$ cat config.mk
export PLATFORM = sky130hd
export DESIGN_NAME = ctrl_pipeline
export DESIGN_NICKNAME = d
export VERILOG_FILES = /design/src/rtl/ctrl_pkg.sv /design/src/rtl/hazard_detect.sv /design/src/rtl/ctrl_pipeline.sv
export SDC_FILE = /design/constraint.sdc
export NUM_CORES = 1
export LEC_CHECK = 0
export ABC_AREA = 0
export CORE_AREA = 2 2 62 64
export DETAILED_ROUTE_END_ITERATION = 16
export DIE_AREA = 0 0 64 66
export DONT_BUFFER_PORTS = 1
export PLACE_DENSITY = 0.74
export SYNTH_ARGS = -nofsm -noshare
export SYNTH_HDL_FRONTEND = slang
export SYNTH_HIERARCHICAL = 1
export SYNTH_SLANG_ARGS = --single-unit
export TNS_END_PERCENT = 5
$ cat constraint.sdc
create_clock -name clk -period 3.2 [get_ports clk]
set_input_delay 0.64 -clock clk [delete_from_list [all_inputs] [get_ports clk]]
set_output_delay 0.64 -clock clk [all_outputs]
set_load 0.005 [all_outputs]
$ cat src/rtl/ctrl_pkg.sv
// rtl/ctrl_pkg.sv - control word layout, bubble constant, ALUOp and opcode encodings
//
// Purpose: shared definitions for the control pipeline. The packed control word
//   is {RegDst,ALUSrc,MemtoReg,RegWrite,MemWrite,Branch,Jump,ExtOp,MemRead,ALUOp[1:0]}.
// Ports: none (package).
package ctrl_pkg;

   localparam int CTRL_W = 11;

   localparam int B_REGDST   = 10;
   localparam int B_ALUSRC   = 9;
   localparam int B_MEMTOREG = 8;
   localparam int B_REGWRITE = 7;
   localparam int B_MEMWRITE = 6;
   localparam int B_BRANCH   = 5;
   localparam int B_JUMP     = 4;
   localparam int B_EXTOP    = 3;
   localparam int B_MEMREAD  = 2;
   localparam int B_ALUOP_HI = 1;
   localparam int B_ALUOP_LO = 0;

   typedef enum logic [1:0] {
      ALUOP_RTYPE = 2'b00,
      ALUOP_ADD   = 2'b01,
      ALUOP_SUB   = 2'b10
   } aluop_e;

   // A bubble writes nothing, touches no memory and asks the ALU for a plain add.
   localparam logic [CTRL_W-1:0] BUBBLE = 11'b000_0000_0001;

   localparam logic [5:0] OP_RTYPE = 6'b000000;
   localparam logic [5:0] OP_ADDI  = 6'b001000;
   localparam logic [5:0] OP_LW    = 6'b100011;
   localparam logic [5:0] OP_SW    = 6'b101011;
   localparam logic [5:0] OP_BEQ   = 6'b000100;
   localparam logic [5:0] OP_J     = 6'b000010;

   // Operand-select encodings for fwd_a / fwd_b.
   localparam logic [1:0] FWD_RF  = 2'b00;
   localparam logic [1:0] FWD_WB  = 2'b01;
   localparam logic [1:0] FWD_MEM = 2'b10;

endpackage

$ cat src/rtl/hazard_detect.sv
// rtl/hazard_detect.sv - combinational stall and operand-forwarding decisions
//
// Purpose: decides whether the instruction in ID must wait, and where the EX
//   instruction's ALU operands come from. Behaviour selected by CTRL_FWD_EN:
//   defined   -> stall on load-use only, forward from EX/MEM then MEM/WB;
//   undefined -> no forwarding, stall on any pending EX or MEM writer.
// Ports:
//   id_*   in   validity, operand-use flags and rs/rt of the ID instruction
//   ex_*   in   EX write/read flags, destination and sources
//   mem_*  in   MEM write flag and destination
//   wb_*   in   WB write flag and destination
//   stall  out  raw hazard stall (branch override applied by the caller)
//   fwd_a  out  ALU A select (00 regfile, 10 EX/MEM, 01 MEM/WB)
//   fwd_b  out  ALU B select, same encoding
module hazard_detect
   import ctrl_pkg::*;
#(
   parameter int RA_W = 5
) (
   input  logic            id_valid,
   input  logic            id_jump,
   input  logic            id_alusrc,
   input  logic            id_memwrite,
   input  logic            id_branch,
   input  logic [RA_W-1:0] id_rs,
   input  logic [RA_W-1:0] id_rt,
   input  logic            ex_regwrite,
   input  logic            ex_memread,
   input  logic [RA_W-1:0] ex_dst,
   input  logic [RA_W-1:0] ex_rs,
   input  logic [RA_W-1:0] ex_rt,
   input  logic            mem_regwrite,
   input  logic [RA_W-1:0] mem_dst,
   input  logic            wb_regwrite,
   input  logic [RA_W-1:0] wb_dst,
   output logic            stall,
   output logic [1:0]      fwd_a,
   output logic [1:0]      fwd_b
);

   logic uses_rs;
   logic uses_rt;

   // An invalid ID slot reads nothing, so it can never cause a stall.
   assign uses_rs = id_valid & ~id_jump;
   assign uses_rt = id_valid & (~id_alusrc | id_memwrite | id_branch);

   // Register $0 is hardwired, so it is never a real dependency.
   function automatic logic reads_dst(input logic [RA_W-1:0] dst,
                                      input logic [RA_W-1:0] rs,
                                      input logic [RA_W-1:0] rt,
                                      input logic            use_rs,
                                      input logic            use_rt);
      return (dst != '0) && ((use_rs && (dst == rs)) || (use_rt && (dst == rt)));
   endfunction

   function automatic logic [1:0] fwd_sel(input logic [RA_W-1:0] src,
                                          input logic            m_we,
                                          input logic [RA_W-1:0] m_dst,
                                          input logic            w_we,
                                          input logic [RA_W-1:0] w_dst);
      if (m_we && (m_dst != '0) && (m_dst == src)) return FWD_MEM;
      if (w_we && (w_dst != '0) && (w_dst == src)) return FWD_WB;
      return FWD_RF;
   endfunction

`ifdef CTRL_FWD_EN
   logic unused_fwd_inputs;
   assign unused_fwd_inputs = ex_regwrite;

   always_comb begin
      stall = 1'b0;
      fwd_a = FWD_RF;
      fwd_b = FWD_RF;
      // Only a load still in EX is too late to forward from.
      stall = ex_memread & reads_dst(ex_dst, id_rs, id_rt, uses_rs, uses_rt);
      fwd_a = fwd_sel(ex_rs, mem_regwrite, mem_dst, wb_regwrite, wb_dst);
      fwd_b = fwd_sel(ex_rt, mem_regwrite, mem_dst, wb_regwrite, wb_dst);
   end
`else
   logic unused_fwd_inputs;
   assign unused_fwd_inputs = ^{ex_memread, ex_rs, ex_rt, wb_regwrite, wb_dst};

   always_comb begin
      stall = 1'b0;
      fwd_a = FWD_RF;
      fwd_b = FWD_RF;
      // WB is not checked: the regfile writes before it reads.
      stall = (ex_regwrite  & reads_dst(ex_dst,  id_rs, id_rt, uses_rs, uses_rt)) |
              (mem_regwrite & reads_dst(mem_dst, id_rs, id_rt, uses_rs, uses_rt));
   end
`endif

endmodule

$ cat src/rtl/ctrl_pipeline.sv
// rtl/ctrl_pipeline.sv - ID->EX->MEM->WB control pipeline with hazard control
//
// Purpose: carries the decoded control word and destination tags through the
//   ID/EX, EX/MEM and MEM/WB registers, and drives stall / IF-ID flush and the
//   ALU operand selects. Forwarding is built when CTRL_FWD_EN is defined.
// Ports:
//   clk, rst             clock, synchronous active-high reset
//   id_valid/id_ctrl     decoded instruction in ID (id_valid=0 -> bubble)
//   id_rs/id_rt/id_rd    register fields of the ID instruction
//   ex_zero              ALU zero flag in EX
//   ex_ctrl/mem_ctrl/wb_ctrl  stage control registers
//   ex_rs/ex_rt          ID/EX source tags
//   mem_dst/wb_dst       destination tags in MEM and WB
//   stall/flush_ifid     hold PC+IF/ID; zero IF/ID on next edge
//   fwd_a/fwd_b          ALU operand selects
module ctrl_pipeline
   import ctrl_pkg::*;
#(
   parameter int RA_W = 5
) (
   input  logic              clk,
   input  logic              rst,
   input  logic              id_valid,
   input  logic [CTRL_W-1:0] id_ctrl,
   input  logic [RA_W-1:0]   id_rs,
   input  logic [RA_W-1:0]   id_rt,
   input  logic [RA_W-1:0]   id_rd,
   input  logic              ex_zero,
   output logic [CTRL_W-1:0] ex_ctrl,
   output logic [CTRL_W-1:0] mem_ctrl,
   output logic [CTRL_W-1:0] wb_ctrl,
   output logic [RA_W-1:0]   ex_rs,
   output logic [RA_W-1:0]   ex_rt,
   output logic [RA_W-1:0]   mem_dst,
   output logic [RA_W-1:0]   wb_dst,
   output logic              stall,
   output logic              flush_ifid,
   output logic [1:0]        fwd_a,
   output logic [1:0]        fwd_b
);

   logic [CTRL_W-1:0] ex_ctrl_q,  ex_ctrl_d;
   logic [CTRL_W-1:0] mem_ctrl_q, mem_ctrl_d;
   logic [CTRL_W-1:0] wb_ctrl_q,  wb_ctrl_d;
   logic [RA_W-1:0]   ex_rs_q,    ex_rs_d;
   logic [RA_W-1:0]   ex_rt_q,    ex_rt_d;
   logic [RA_W-1:0]   ex_rd_q,    ex_rd_d;
   logic [RA_W-1:0]   mem_dst_q,  mem_dst_d;
   logic [RA_W-1:0]   wb_dst_q,   wb_dst_d;

   logic [RA_W-1:0]   ex_dst;
   logic [CTRL_W-1:0] id_ctrl_s;
   logic              taken;
   logic              stall_hz;

   assign ex_dst = ex_ctrl_q[B_REGDST] ? ex_rd_q : ex_rt_q;
   assign taken  = ex_ctrl_q[B_BRANCH] & ex_zero;

   hazard_detect #(
      .RA_W (RA_W)
   ) u_hazard (
      .id_valid     (id_valid),
      .id_jump      (id_ctrl[B_JUMP]),
      .id_alusrc    (id_ctrl[B_ALUSRC]),
      .id_memwrite  (id_ctrl[B_MEMWRITE]),
      .id_branch    (id_ctrl[B_BRANCH]),
      .id_rs        (id_rs),
      .id_rt        (id_rt),
      .ex_regwrite  (ex_ctrl_q[B_REGWRITE]),
      .ex_memread   (ex_ctrl_q[B_MEMREAD]),
      .ex_dst       (ex_dst),
      .ex_rs        (ex_rs_q),
      .ex_rt        (ex_rt_q),
      .mem_regwrite (mem_ctrl_q[B_REGWRITE]),
      .mem_dst      (mem_dst_q),
      .wb_regwrite  (wb_ctrl_q[B_REGWRITE]),
      .wb_dst       (wb_dst_q),
      .stall        (stall_hz),
      .fwd_a        (fwd_a),
      .fwd_b        (fwd_b)
   );

   always_comb begin
      // The decoder leaves ALUOp undefined for jumps; pin it so X never enters ID/EX.
      id_ctrl_s = id_ctrl;
      if (id_ctrl[B_JUMP]) begin
         id_ctrl_s[B_ALUOP_HI:B_ALUOP_LO] = ALUOP_ADD;
      end

      ex_ctrl_d = id_ctrl_s;
      ex_rs_d   = id_rs;
      ex_rt_d   = id_rt;
      ex_rd_d   = id_rd;
      // Taken branch, hazard stall or empty ID all insert a bubble; tags are
      // cleared too so a bubble can never look like a forwarding consumer.
      if (taken || stall_hz || !id_valid) begin
         ex_ctrl_d = BUBBLE;
         ex_rs_d   = '0;
         ex_rt_d   = '0;
         ex_rd_d   = '0;
      end

      mem_ctrl_d = ex_ctrl_q;
      mem_dst_d  = ex_dst;
      wb_ctrl_d  = mem_ctrl_q;
      wb_dst_d   = mem_dst_q;
   end

   always_ff @(posedge clk) begin
      if (rst) begin
         ex_ctrl_q  <= BUBBLE;
         mem_ctrl_q <= BUBBLE;
         wb_ctrl_q  <= BUBBLE;
         ex_rs_q    <= '0;
         ex_rt_q    <= '0;
         ex_rd_q    <= '0;
         mem_dst_q  <= '0;
         wb_dst_q   <= '0;
      end else begin
         ex_ctrl_q  <= ex_ctrl_d;
         mem_ctrl_q <= mem_ctrl_d;
         wb_ctrl_q  <= wb_ctrl_d;
         ex_rs_q    <= ex_rs_d;
         ex_rt_q    <= ex_rt_d;
         ex_rd_q    <= ex_rd_d;
         mem_dst_q  <= mem_dst_d;
         wb_dst_q   <= wb_dst_d;
      end
   end

   assign ex_ctrl  = ex_ctrl_q;
   assign mem_ctrl = mem_ctrl_q;
   assign wb_ctrl  = wb_ctrl_q;
   assign ex_rs    = ex_rs_q;
   assign ex_rt    = ex_rt_q;
   assign mem_dst  = mem_dst_q;
   assign wb_dst   = wb_dst_q;

   // A taken branch kills the ID instruction, so holding it would be pointless.
   assign stall      = stall_hz & ~taken;
   assign flush_ifid = taken | (id_valid & id_ctrl[B_JUMP]);

endmodule

==> flow_metrics.tcl <==
set metrics [dict create \
    portBuffers 0 \
    max_freq_mhz 339 \
    required_ns 2.56 \
    synth_top_cell_area_share_pct 56.2 \
    ctsResizeCount 0 \
    hpwl_mm 3.03 \
    gp_congestion 0.885 \
    cts-root-buf "clkbuf_4" \
    grt_overflow_total 0 \
    die_x_um 64 \
    yosys_warnings 6 \
    p_leak_nw 0.826 \
    cts_buffers 9 \
    max-vdd-ir-drop_mv 0.285 \
    ios 89 \
    cts_buffer_depth 2 \
    ys_types 26 \
    slew_violations 0 \
    grt_start_max_net_pins 58 \
    fin_area_um2 2180 \
    clkSinkCount 58 \
    vias 1277 \
    placedCellCount 217 \
    crit_fanout 7 \
    ys_seq_area_share_pct 56.2 \
    tns_ns 0 \
    postPlaceCellArea_um2 2040 \
    final_cells 233 \
    fin_crit_ns 2.95 \
    ys_ff_latch 58 \
    clkLatencyLatePin_ns 0.41 \
    grt_pass1_wl_mm 6.54 \
    yosys-top-cells-area "dfxtp_1 (56%), nor4b_1 (10%), nor2b_1 (9.1%)" \
    drive_above_1_share_pct 14.1 \
    std_cell_rows 22 \
    antenna_cells 0 \
    drc 0 \
    ant_nets 0 \
    cts.htree.levels 3 \
    drt_pass1_iterations 5 \
    post-route-period-util_pct 92.1 \
    outcome "complete, no violations" \
    setup_slack_ns 0.252 \
    drv_cap 0 \
    core_um2 3550 \
    post-place-ws_ns 0.482 \
    antenna_found_initial 0 \
    power_mw 1.33 \
    wire_per_inst_um 18.1 \
    path_clk_slew_ns 0.10 \
    hp-class "primary input to flip-flop" \
    syn_to_final_growth_pct 5.57 \
    synth.avg_cell_area_um2 11.4 \
    initial_core_util_pct 58.2 \
    yosysTopAreaCell "dfxtp_1" \
    critPathLaunchType "flip-flop" \
    grt_usage_pct 21.5 \
    drt_wl_total_mm 4.22 \
    fp.dieArea_um2 4220 \
    netlist_instances 181 \
    hold_viol 0 \
    final_common_cell "dfxtp_1" \
    nFillCells 297 \
    tritoncts "done" \
    setup_viol 0 \
    path_class "flip-flop to output pin" \
    rsz0062_at_grt "false" \
    nets 210 \
    arrival_ns 2.31 \
    grt_pass1_vias 1295 \
    layout_common_cells "dfxtp_1 (58), nor2b_1 (30), nor4b_1 (24)" \
    fin_util_pct 61.5 \
    power_density_nw_per_um2 612 \
    vias_per_cell 5.48 \
    post_cts_buffers 0 \
    end_kind "output pin" \
    drt_iter0_markers 56 \
    cts_hold_buf 0 \
    dieHeight_um 66 \
    syn-cell-area_um2 2070 \
    timing.hold.ws_ns 0.285 \
    skew_ns 0.0135 \
]
where the power goes:
group	switching, mW	internal, mW	total (mW)
logic	0.0299	0.0364	0.0663
clock network	0.272	0.236	0.508
registers	0.0173	0.744	0.761
total	0.319	1.02	1.33
worst max-delay path, cell delays in order, from the launching register on:
cell and delay, ns:
dfxtp_1 0.51, mux2_2 0.43, or4_1 0.54, o21ai_1 0.13, o22ai_1 0.10, and2b_1 0.19
state kept, by name, indices dropped and copies added (netlist names):
name      cells
mem_ctrl     11
wb_dst        5
ex_ctrl      11
ex_rd_q       5
mem_dst       5
ex_rt         5
wb_ctrl      11
ex_rs         5
layer usage:
layer | GRT usage (%) | vias up | wire length [um]
met5 | 0 | - | 0
met3 | 12.4 | 8 | 418
met4 | 12.2 | 0 | 83
li1 | - | 605 | -
met1 | 23.1 | 606 | 1690
met2 | 33.1 | 58 | 2030
cell families after synthesis:
| logic type | synth area share, % |
|---|---|
| compound gates | 2.12 |
| xor+xnor | 8.47 |
| buf+inv | 4.90 |
| flops | 56.2 |
| mux | 2.72 |
| other cells | 0.181 |
| simple gates | 25.4 |
path summary, 6_finish.rpt:
path | start | endpoint | slack [ns] | cells past startpoint
worst max-delay path | ex_ctrl[10] | stall | 0.25 | 5
worst min-delay path | rst | mem_ctrl[8] | 0.29 | 1
worst max register to register | ex_ctrl[10] | ex_rs[2] | 0.34 | 7
worst min register to register | mem_ctrl[3] | wb_ctrl[3] | 0.48 | 1
final cells by class:
| cell class | instances | area, um^2 | area share [%] |
|---|---|---|---|
| Timing Repair Buffer | 1 | 7.51 | 0.344 |
| Tap cell | 48 | 60.1 | 2.75 |
| Clock buffer | 9 | 67.6 | 3.10 |
| Clock inverter | 7 | 70.1 | 3.21 |
| Multi-Input combinational cell | 110 | 816 | 37.4 |
| Sequential cell | 58 | 1160 | 53.2 |
cells in the mapped netlist:
| library cell | n |
|---|---|
| a31oi_1 | 2 |
| nor2b_1 | 30 |
| a21o_1 | 1 |
| dfxtp_1 | 58 |
| and2b_1 | 1 |
| or4b_4 | 1 |
| nand2b_1 | 2 |
| nor3_1 | 4 |
| xor2_1 | 12 |
| o22ai_1 | 1 |
| nor2_1 | 4 |
| or4_1 | 2 |
| nand4_1 | 2 |
| buf_6 | 2 |
| mux2_2 | 5 |
| conb_1 | 1 |
| and2_4 | 1 |
| a21boi_0 | 1 |
| nor4bb_1 | 1 |
| buf_4 | 5 |
| or2_2 | 2 |
| nor4b_1 | 24 |
| clkbuf_1 | 3 |
| xnor2_1 | 8 |
| buf_2 | 6 |
| o21ai_1 | 2 |
Power figures use the tool's default switching activity.
